## config.mk

```make
export PLATFORM = sky130hd
export DESIGN_NAME = prm_edge_chk_sched
export DESIGN_NICKNAME = d
export VERILOG_FILES = /design/src/rtl/prm_edge_chk_sched.sv
export SDC_FILE = /design/constraint.sdc
export NUM_CORES = 1
export LEC_CHECK = 0
export ABC_AREA = 1
export ABC_CLOCK_PERIOD_IN_PS = 1940
export BUFFER_PORTS_ARGS = -buffer_cell sky130_fd_sc_hd__buf_4
export CAP_MARGIN = 40
export CORE_ASPECT_RATIO = 1.4
export CORE_UTILIZATION = 52
export DETAILED_ROUTE_END_ITERATION = 12
export PLACE_DENSITY_LB_ADDON = 0.25
export SYNTH_ARGS = -nofsm -noshare
export SYNTH_HDL_FRONTEND = slang
export SYNTH_SLANG_ARGS = --single-unit
export TNS_END_PERCENT = 5
```

## constraint.sdc

```tcl
create_clock -name clk -period 1.94 [get_ports clk]
set_clock_uncertainty 0.15 [all_clocks]
set_input_delay 0.194 -clock clk [delete_from_list [all_inputs] [get_ports clk]]
set_output_delay 0.194 -clock clk [all_outputs]
set_load 0.05 [all_outputs]
```

## src/rtl/prm_edge_chk_sched.sv

```systemverilog
// Scans N_EDGE edge checkers one index per cycle and collects their edge_mask bits into a bitmap.
// Latency: start -> done after N_EDGE+2 cycles (less in first-hit mode); no backpressure, start ignored unless IDLE.
module prm_edge_chk_sched #(
  parameter int N_EDGE = 16,
  parameter int IDX_W  = 4
) (
  input  logic              clk,
  input  logic              rst,
  input  logic              start,
  input  logic              first_hit,
  input  logic              abort,
  input  logic [14:0]       code_in,
  output logic [14:0]       chk_code,
  output logic [IDX_W-1:0]  chk_idx,
  input  logic              chk_mask,
  output logic              busy,
  output logic              done,
  output logic              aborted,
  output logic [N_EDGE-1:0] mask_out,
  output logic [IDX_W:0]    hit_cnt,
  output logic              hit_valid,
  output logic [IDX_W-1:0]  hit_idx
);

  typedef enum logic [1:0] {
    IDLE,
    LOAD,
    SCAN,
    DONE
  } state_t;

  localparam logic [IDX_W-1:0] LAST_IDX = IDX_W'(N_EDGE - 1);

  state_t state;
  state_t state_nxt;
  logic   first_hit_q;
  logic   last_idx;
  logic   stop_hit;

  assign last_idx = (chk_idx == LAST_IDX);
  assign stop_hit = first_hit_q && chk_mask;

  always_ff @(posedge clk or posedge rst) begin
    if (rst) begin
      state <= IDLE;
    end else begin
      state <= state_nxt;
    end
  end

  // Abort has priority over both normal and first-hit completion.
  always_comb begin
    state_nxt = state;
    busy      = 1'b0;
    done      = 1'b0;
    case (state)
      IDLE: begin
        if (start) begin
          state_nxt = LOAD;
        end
      end
      LOAD: begin
        busy      = 1'b1;
        state_nxt = abort ? IDLE : SCAN;
      end
      SCAN: begin
        busy = 1'b1;
        if (abort) begin
          state_nxt = IDLE;
        end else if (stop_hit || last_idx) begin
          state_nxt = DONE;
        end
      end
      DONE: begin
        done      = 1'b1;
        state_nxt = IDLE;
      end
      default: state_nxt = IDLE;
    endcase
  end

  always_ff @(posedge clk or posedge rst) begin
    if (rst) begin
      chk_code    <= '0;
      chk_idx     <= '0;
      first_hit_q <= 1'b0;
      aborted     <= 1'b0;
      mask_out    <= '0;
      hit_cnt     <= '0;
      hit_valid   <= 1'b0;
      hit_idx     <= '0;
    end else begin
      aborted <= 1'b0;
      case (state)
        IDLE: begin
          if (start) begin
            chk_code    <= code_in;
            first_hit_q <= first_hit;
            chk_idx     <= '0;
            mask_out    <= '0;
            hit_cnt     <= '0;
            hit_valid   <= 1'b0;
            hit_idx     <= '0;
          end
        end
        LOAD: begin
          if (abort) begin
            aborted <= 1'b1;
          end
          chk_idx <= '0;
        end
        SCAN: begin
          if (abort) begin
            aborted <= 1'b1;
          end else begin
            mask_out[chk_idx] <= chk_mask;
            if (chk_mask) begin
              hit_cnt <= hit_cnt + (IDX_W+1)'(1);
              if (!hit_valid) begin
                hit_valid <= 1'b1;
                hit_idx   <= chk_idx;
              end
            end
            // Index parks on the last scanned edge rather than wrapping.
            if (!last_idx && !stop_hit) begin
              chk_idx <= chk_idx + IDX_W'(1);
            end
          end
        end
        default: ;
      endcase
    end
  end

endmodule

```

==> qor.yml, run 1 <==
cts_buffers: 5
ys_seq_area_share_pct: 48.9
drt-pass1-iter-count: 4
routed_wl_um: 5770
dr_total_vias: 2253
grt_pass1_vias: 2223
route.detailed.wl_per_inst_um: 12.5
clock.fmax_mhz: 549
crit_family: "buffers and inverters"
cts_tree: "done"
hold_path_end: "mask_out[15]"
cp-start-kind: "flop"
post-route-period-util_pct: 93.9
track_usage_pct: 25.5
r2r_end: "hit_cnt[3]"
fin_util_pct: 75.1
hold_viol: 0
grt_max_degree: 28
port_buffers: 68
syn-num-nets: 337
clock_sinks: 49
fp.coreArea_sq_um: 4570
worstPathMaxFanout: 20
drive_above_1_share_pct: 27.0
min_from: "chk_mask"
drt_iter0_markers: 100
io_pins: 69
row_count: 29
p_leak_nw: 1.94
path_cells: "inv_1 > ha_1 > buf_4 > nand2_1 > nor2_1 > buf_6 > nand3_1 > o21ai_0"
drv_cap: 0
crit_arrival_ns: 1.91
mostFrequentLayoutCell: "nand2_1"
p_per_area_nw_per_um2: 1420
fin_nets: 430
vias_per_cell: 4.88
grt_antenna_before_repair: 0
initial_core_util_pct: 54.9
hpwl_um: 4030
worst-path-buf-inv: 3
clk_path_buf_depth: 2
drc: 0
ys_ff_latch: 49
end_kind: "flop"
max_slew.worst_pin.slew_ns: 0.503
setup_tns_ns: 0
clock_latency_ns: 0.32
final_max_slew_viol_count: 0
slowest_delay_ns: 0.43
final_cell_mix: "nand2_1, buf_4, dfrtp_1, inv_1, nand3_1"
fin_crit_ns: 1.82
cts-root-buf: "clkbuf_8"
grt_pass1_wl_um: 9780
dieArea_sq_um: 5110
fp.dieH_um: 84.2
yosysUniqueCellTypes: 20
slew_headroom_pct: 66.4
syn_area_sq_um: 2510
ir_drop_v: 0.00137
worstPathRequired_ns: 2.03
crit_slowest_cell: "dfrtp_1"
synth.avg_cell_area_sq_um: 8.20
antenna_left: 0
worstRegToRegCells: 8
hold_ws_ns: 0.0449
status: "finished, final reports clean"
syn-instance-count: 306
worstSetupPathType: "flop to flop"
area_delta_synth_final_pct: 36.9
setup_viol: 0
power_mw: 4.86
grt_overflow: 0
hold-path-cell-count: 3
r2r-start: "state[0]"
reg2reg_slack_ns: 0.12
ys_warn_count: 0
die_w_um: 60.7
gp_routability_congestion: 0.815
path_clk_slew_ns: 0.10
hold_class: "input pin to flop"
htreeDepth: 2
antenna_cells: 0
fillers: 352
==> area by class of cell <==
cell class | instances | area, sq um | share of cell area, %
clock buffers | 5 | 68.8 | 2.00
clock inverters | 3 | 46.3 | 1.35
inverters | 33 | 124 | 3.61
multi-input cells | 215 | 1100 | 32.1
flip-flops and latches | 49 | 1230 | 35.7
well taps | 62 | 77.6 | 2.26
repair buffers | 95 | 787 | 22.9
==> worst max-delay path by stage <==
stage | cells after the start | startpoint | slack [ns] | end
2_1_floorplan | 7 | chk_idx[0] | 0.1 | chk_idx[0]
3_3_place_gp | 7 | state[0] | 0.18 | hit_cnt[3]
3_5_place_dp | 8 | state[1] | 0.09 | mask_out[9]
4_1_cts | 8 | state[1] | 0.09 | mask_out[9]
5_1_grt | 8 | state[0] | -0.004 | mask_out[0]
6_report | 8 | state[0] | 0.12 | hit_cnt[3]
==> power breakdown <==
group	total, mW	leakage (nW)	internal, mW	switching, mW
clock	0.751	0.0543	0.386	0.365
combinational	2.68	1.25	0.911	1.76
sequential	1.43	0.644	1.27	0.169
total	4.86	1.94	2.56	2.30
==> worst register-to-register path: cells and delay by family (launching register included) <==
family	cells	cell delay [ns]
compound gates	1	0.09
flops	1	0.43
fa+ha+maj	1	0.26
buf+inv	3	0.52
simple gates	3	0.32
==> per-stage QoR <==
stage / cells / instance area, sq um / setup slack, ns
2_1_floorplan: 306 / 2510 / 0.0973
3_3_place_gp: 435 / 3110 / 0.184
3_5_place_dp: 435 / 3110 / 0.0916
4_1_cts: 461 / 3410 / 0.0864
5_1_grt: 462 / 3430 / -0.00389
6_report: 462 / 3430 / 0.119
==> cells by family (layout without fill, tap and decap cells) <==
family,count (synthesis),after routing,share of synthesized area [%]
simple gates,178,178,29.2
xor+xnor,1,1,0.349
fa+ha+maj,10,10,4.99
buf+inv,42,136,7.23
compound gates,10,10,2.14
flops,49,49,48.9
mux,16,16,7.18
==> synthesized netlist by cell type <==
library cell	number	area, sq um
nand3b_1	1	7.51
nand4_1	3	18.8
dfrtp_1	49	1230
inv_1	33	124
nor3_1	2	10.0
buf_2	4	20.0
a21oi_1	2	10.0
ha_1	10	125
nand3_1	29	145
mux2_2	16	180
o21ai_0	7	35.0
buf_4	3	22.5
xor2_1	1	8.76
nor2_1	15	56.3
nand2_1	124	465
nand2_2	3	18.8
nor2_4	1	11.3
o21ai_2	1	8.76
clkbuf_1	1	3.75
buf_6	1	11.3
==> registers in the layout, summed over array words and instances (netlist names) <==
| name | cells |
|---|---|
| aborted | 1 |
| first_hit_q | 1 |
| chk_code | 15 |
| mask_out | 16 |
| chk_idx | 4 |
| hit_valid | 1 |
| hit_cnt | 5 |
| hit_idx | 4 |
| state | 2 |
==> what timing repair did <==
item / CTS / global route
setup buffers: 0 / 1
hold endpoints to repair: 39 / 0
setup endpoints to repair: 0 / 20
hold buffers: 18 / 0
gates resized for setup: 0 / 2
==> routing by layer <==
metal  vias to the layer above  share of wire, %  GRT usage, %  wire, um
li1                       1138                 -             -         -
met1                      1044                38          27.8      2200
met2                        59                55          45.5      3180
met3                        12               4.7          5.86       269
met4                         0               2.0          10.7       117
met5                         -                 0             0         0
(Power assumes the default switching activity.)
==> run 2: changes to the inputs <==
- CORE_ASPECT_RATIO: 1.4 -> 0.6
==> run 2 against run 1 <==
Compared with the run above:
- sequential share of layout area increased by 0.58 points
- sequential power is essentially flat
- clock power fell by 23%
- cell area down 1.6%
- via count down 0.67%
- largest cell class unchanged
- largest power group unchanged
- non-clock buffer count shrank 3
- routed wire length shrank 2.3%
- fmax up 4.3%
- die area is 0.10% higher
- setup slack improved by 0.076 ns
==> qor.yml, run 2 (same netlist as run 1, synthesis figures left out) <==
final_max_slew_viol_count: 0
path_clk_slew_ns: 0.09
slew_headroom_pct: 61.1
hold_class: "input pin to flop"
clock_sinks: 49
gp_routability_congestion: 0.834
io_pins: 69
row_count: 19
fin_nets: 427
worstSetupPathType: "flop to flop"
top_regs: "mask_out: 16 flops, chk_code: 15 flops, hit_cnt: 5 flops"
final_cell_mix: "nand2_1, buf_4, dfrtp_1, inv_1, nand3_1"
mostFrequentLayoutCell: "nand2_1"
antenna_cells: 0
fp.dieH_um: 55.8
grt_max_degree: 50
ir_drop_v: 0.000887
die_w_um: 91.7
track_usage_pct: 22.9
grt_pass1_wl_um: 9080
port_buffers: 68
path_cells: "inv_1 > ha_2 > nand2_2 > nand2_2 > nor2_2 > clkbuf_4 > nand2_1 > nand2_1"
antenna_left: 0
rsz0062_at_grt: "false"
max_slew.worst_pin.slew_ns: 0.584
cts_tree: "done"
fp.coreArea_sq_um: 4610
status: "finished, final reports clean"
routed_wl_um: 5640
crit_family: "simple AND/OR/NAND/NOR gates"
fin_crit_ns: 1.75
dieArea_sq_um: 5120
route.detailed.wl_per_inst_um: 12.3
hold_ws_ns: 0.0483
worst-path-buf-inv: 2
htreeDepth: 2
cts-root-buf: "clkbuf_8"
drive_above_1_share_pct: 27.0
drc: 0
setup_tns_ns: 0
drv_cap: 0
crit_slowest_cell: "dfrtp_1"
grt_pass1_vias: 1870
hpwl_um: 3710
cp-start-kind: "flop"
fillers: 375
p_per_area_nw_per_um2: 1380
drt_iter0_markers: 140
post-route-period-util_pct: 90.0
grt_overflow: 0
top_register: "mask_out"
dr_total_vias: 2238
initial_core_util_pct: 54.4
vias_per_cell: 4.87
reg2reg_slack_ns: 0.19
drt-pass1-iter-count: 4
fin_util_pct: 73.3
largest_register_ff_count: 16
worstPathRequired_ns: 2.03
cts_buffers: 5
end_kind: "flop"
hold_viol: 0
p_leak_nw: 1.91
clock_latency_ns: 0.30
grt_antenna_before_repair: 0
crit_arrival_ns: 1.83
clk_path_buf_depth: 2
area_delta_synth_final_pct: 34.7
clock.fmax_mhz: 573
slowest_delay_ns: 0.41
setup_viol: 0
worstPathMaxFanout: 10
-- run 2: area by class of cell --
class                   count  area [sq um]  share of cell area (%)
clock buffers               6          72.6                    2.15
clock inverters             2          10.0                   0.296
inverters                  33           124                    3.67
multi-input cells         215          1110                    32.9
flip-flops and latches     49          1230                    36.3
well taps                  63          78.8                    2.33
repair buffers             92           756                    22.4
-- run 2: worst paths after layout --
check,endpoint,startpoint,cells after the start
worst max-delay path,mask_out[8],state[0],8
worst min-delay path,mask_out[15],chk_mask,3
worst max register to register,mask_out[8],state[0],8
worst min register to register,mask_out[10],mask_out[10],2
max in group asynchronous,first_hit_q,rst,4
min in group asynchronous,chk_code[0],rst,4
-- run 2: metal layers --
metal | GRT usage, % | share of wire (%)
met5 | 0 | 0
met4 | 7.26 | 0.71
met3 | 5.05 | 6.0
met2 | 32.7 | 44
met1 | 34.7 | 49
-- run 2: timing repair --
action / CTS / global route
setup endpoints to repair: 0 / 24
setup buffers: 0 / 1
endpoints found under the hold margin: 66 / 0
hold buffers: 18 / 0
gates resized for setup: 0 / 7
-- run 2: worst register-to-register path, cell delays in order (launching register included) --
cell      delay [ns]
dfrtp_1         0.41
inv_1           0.09
ha_2            0.24
nand2_2         0.11
nand2_2         0.14
nor2_2          0.18
clkbuf_4        0.24
nand2_1         0.07
nand2_1         0.07
-- run 2: power breakdown --
part	internal, mW	total, mW	switching (mW)	leakage, nW
Combinational	0.896	2.65	1.76	1.22
Clock	0.251	0.582	0.332	0.0450
Sequential	1.27	1.44	0.172	0.644
-- run 2: metrics by stage --
| stage | std cells | power [mW] | worst slack [ns] | cell area (sq um) |
|---|---|---|---|---|
| global placement | 432 | 3.90 | 0.155 | 3070 |
| global route | 460 | 4.95 | 0.0320 | 3380 |
| finish | 460 | 4.67 | 0.194 | 3380 |
| floorplan | 306 | 3.33 | 0.0973 | 2510 |
| detailed placement | 432 | 3.94 | 0.0757 | 3070 |
| CTS | 458 | 4.56 | 0.0557 | 3330 |
==> run 3: changes to the inputs <==
- RECOVER_POWER: not set -> 50
==> run 3 against run 2 <==
Compared with the run above:
- utilization is 3.1 points lower
- die area unchanged
- via count up 0.40%
- power shrank 3.7%
- sequential share of layout area is 1.6 points higher
- combinational power down 6%
- setup slack got worse by 0.0026 ns
- cell area down 4.2%
- register-to-register slack about the same
- first-iteration DRC count down 20%
- flip-flop and latch count unchanged
- clock-buffer cell count did not move
- critical endpoint unchanged
==> qor.yml, run 3 (same netlist as run 1, synthesis figures left out) <==
status: "finished, final reports clean"
dr_total_vias: 2247
worstRegToRegCells: 8
grt_overflow: 0
path_clk_slew_ns: 0.09
cts_buffers: 5
slew_headroom_pct: 31.3
grt_pass1_vias: 1870
fp.dieH_um: 55.8
row_count: 19
routed_wl_um: 5640
rsz0062_at_grt: "false"
max_slew.worst_pin.slew_ns: 1.03
crit_arrival_ns: 1.84
clock.fmax_mhz: 572
grt_max_degree: 50
area_delta_synth_final_pct: 29.0
setup_tns_ns: 0
worstPathRequired_ns: 2.03
cts_tree: "done"
r2r_end: "mask_out[8]"
post-route-period-util_pct: 90.1
dp.cells: 432
hpwl_um: 3710
cts-root-buf: "clkbuf_8"
path_cells: "inv_1 > ha_2 > nand2_2 > nand2_2 > nor2_2 > clkbuf_4 > nand2_1 > nand2_1"
multiInputGateArea_sq_um: 1110
clock_latency_ns: 0.30
die_w_um: 91.7
port_buffers: 68
htreeDepth: 2
hold_class: "input pin to flop"
critPathLaunch: "state[0]"
route.detailed.wl_per_inst_um: 12.3
register_area_sq_um: 1230
grt_pass1_wl_um: 9080
final_cell_mix: "nand2_1, dfrtp_1, clkbuf_1, inv_1, buf_4"
antenna_cells: 0
fin_nets: 427
initial_core_util_pct: 54.4
ir_drop_v: 0.000856
setup_viol: 0
slowest_delay_ns: 0.41
drt-pass1-iter-count: 4
drive_above_1_share_pct: 17.4
p_per_area_nw_per_um2: 1390
final_max_slew_viol_count: 0
worstSetupPathType: "flop to flop"
cp-start-kind: "flop"
antenna_left: 0
gp_routability_congestion: 0.834
fin_util_pct: 70.2
dieArea_sq_um: 5120
crit_slowest_cell: "dfrtp_1"
hold_ws_ns: 0.0413
io_pins: 69
mostFrequentLayoutCell: "nand2_1"
reg2reg_slack_ns: 0.19
worstPathMaxFanout: 10
track_usage_pct: 22.9
grt_antenna_before_repair: 0
vias_per_cell: 4.88
power_mw: 4.50
fin_crit_ns: 1.75
p_leak_nw: 1.76
drt_iter0_markers: 112
clock_sinks: 49
crit_end: "mask_out[8]"
drv_cap: 0
clk_path_buf_depth: 2
top_regs: "mask_out: 16 flops, chk_code: 15 flops, hit_cnt: 5 flops"
fp.coreArea_sq_um: 4610
top_register: "mask_out"
fillers: 423
hold_viol: 0
stdcell_count: 460
r2r-start: "state[0]"
drc: 0
end_kind: "flop"
largest_register_ff_count: 16
-- run 3: changes by cell type in the layout (fill, tap and decap cells not counted), sizes merged --
cell    before  now
buf         73   35
clkbuf       7   45
-- run 3: what timing repair did --
action	in CTS	in global routing
resized for setup	0	7
setup endpoints to repair	0	24
hold buffers	18	0
hold endpoints to repair	66	0
setup buffers	0	1
-- run 3: how the worst min path moves through the flow --
stage,start,to,slack [ns],cells past startpoint
6_report,chk_mask,mask_out[15],0.04,3
5_1_grt,chk_mask,mask_out[15],0.04,3
4_1_cts,chk_mask,mask_out[15],0.04,3
3_5_place_dp,rst,chk_code[9],0.25,3
3_3_place_gp,rst,chk_code[9],0.25,3
2_1_floorplan,abort,aborted,0.14,2
-- run 3: layout make-up --
| type | count | share of cell area [%] |
|---|---|---|
| Clock buffer | 6 | 2.24 |
| Clock inverter | 2 | 0.309 |
| Inverter | 33 | 3.83 |
| Multi-Input combinational cell | 215 | 34.3 |
| Timing Repair Buffer | 92 | 19.0 |
| Tap cell | 63 | 2.44 |
| Sequential cell | 49 | 37.9 |
-- run 3: through the flow --
stage	worst slack [ns]	instance area, sq um
2_1_floorplan	0.0973	2510
3_3_place_gp	0.155	3070
3_5_place_dp	0.0757	3070
4_1_cts	0.0557	3330
5_1_grt	0.0320	3240
6_report	0.192	3240
-- run 3: worst max-delay path: cells and delay by family, from the launching register on --
family	cells	cell delay (ns)
adders and majority gates	1	0.24
buffers and inverters	2	0.34
DFF	1	0.41
and+or+nand+nor	5	0.55
-- run 3: routing by layer --
layer	vias to the layer above	share of wire [%]	global-route usage [%]
li1	1137	-	-
met1	1041	49	34.7
met2	65	44	32.7
met3	4	6.2	5.05
met4	0	0.69	7.26
met5	-	0	0
-- run 3: report_power, final --
part	switching, mW	internal (mW)	leakage, nW
clock	0.334	0.251	0.0450
sequential	0.166	1.26	0.644
combinational	1.75	0.734	1.07
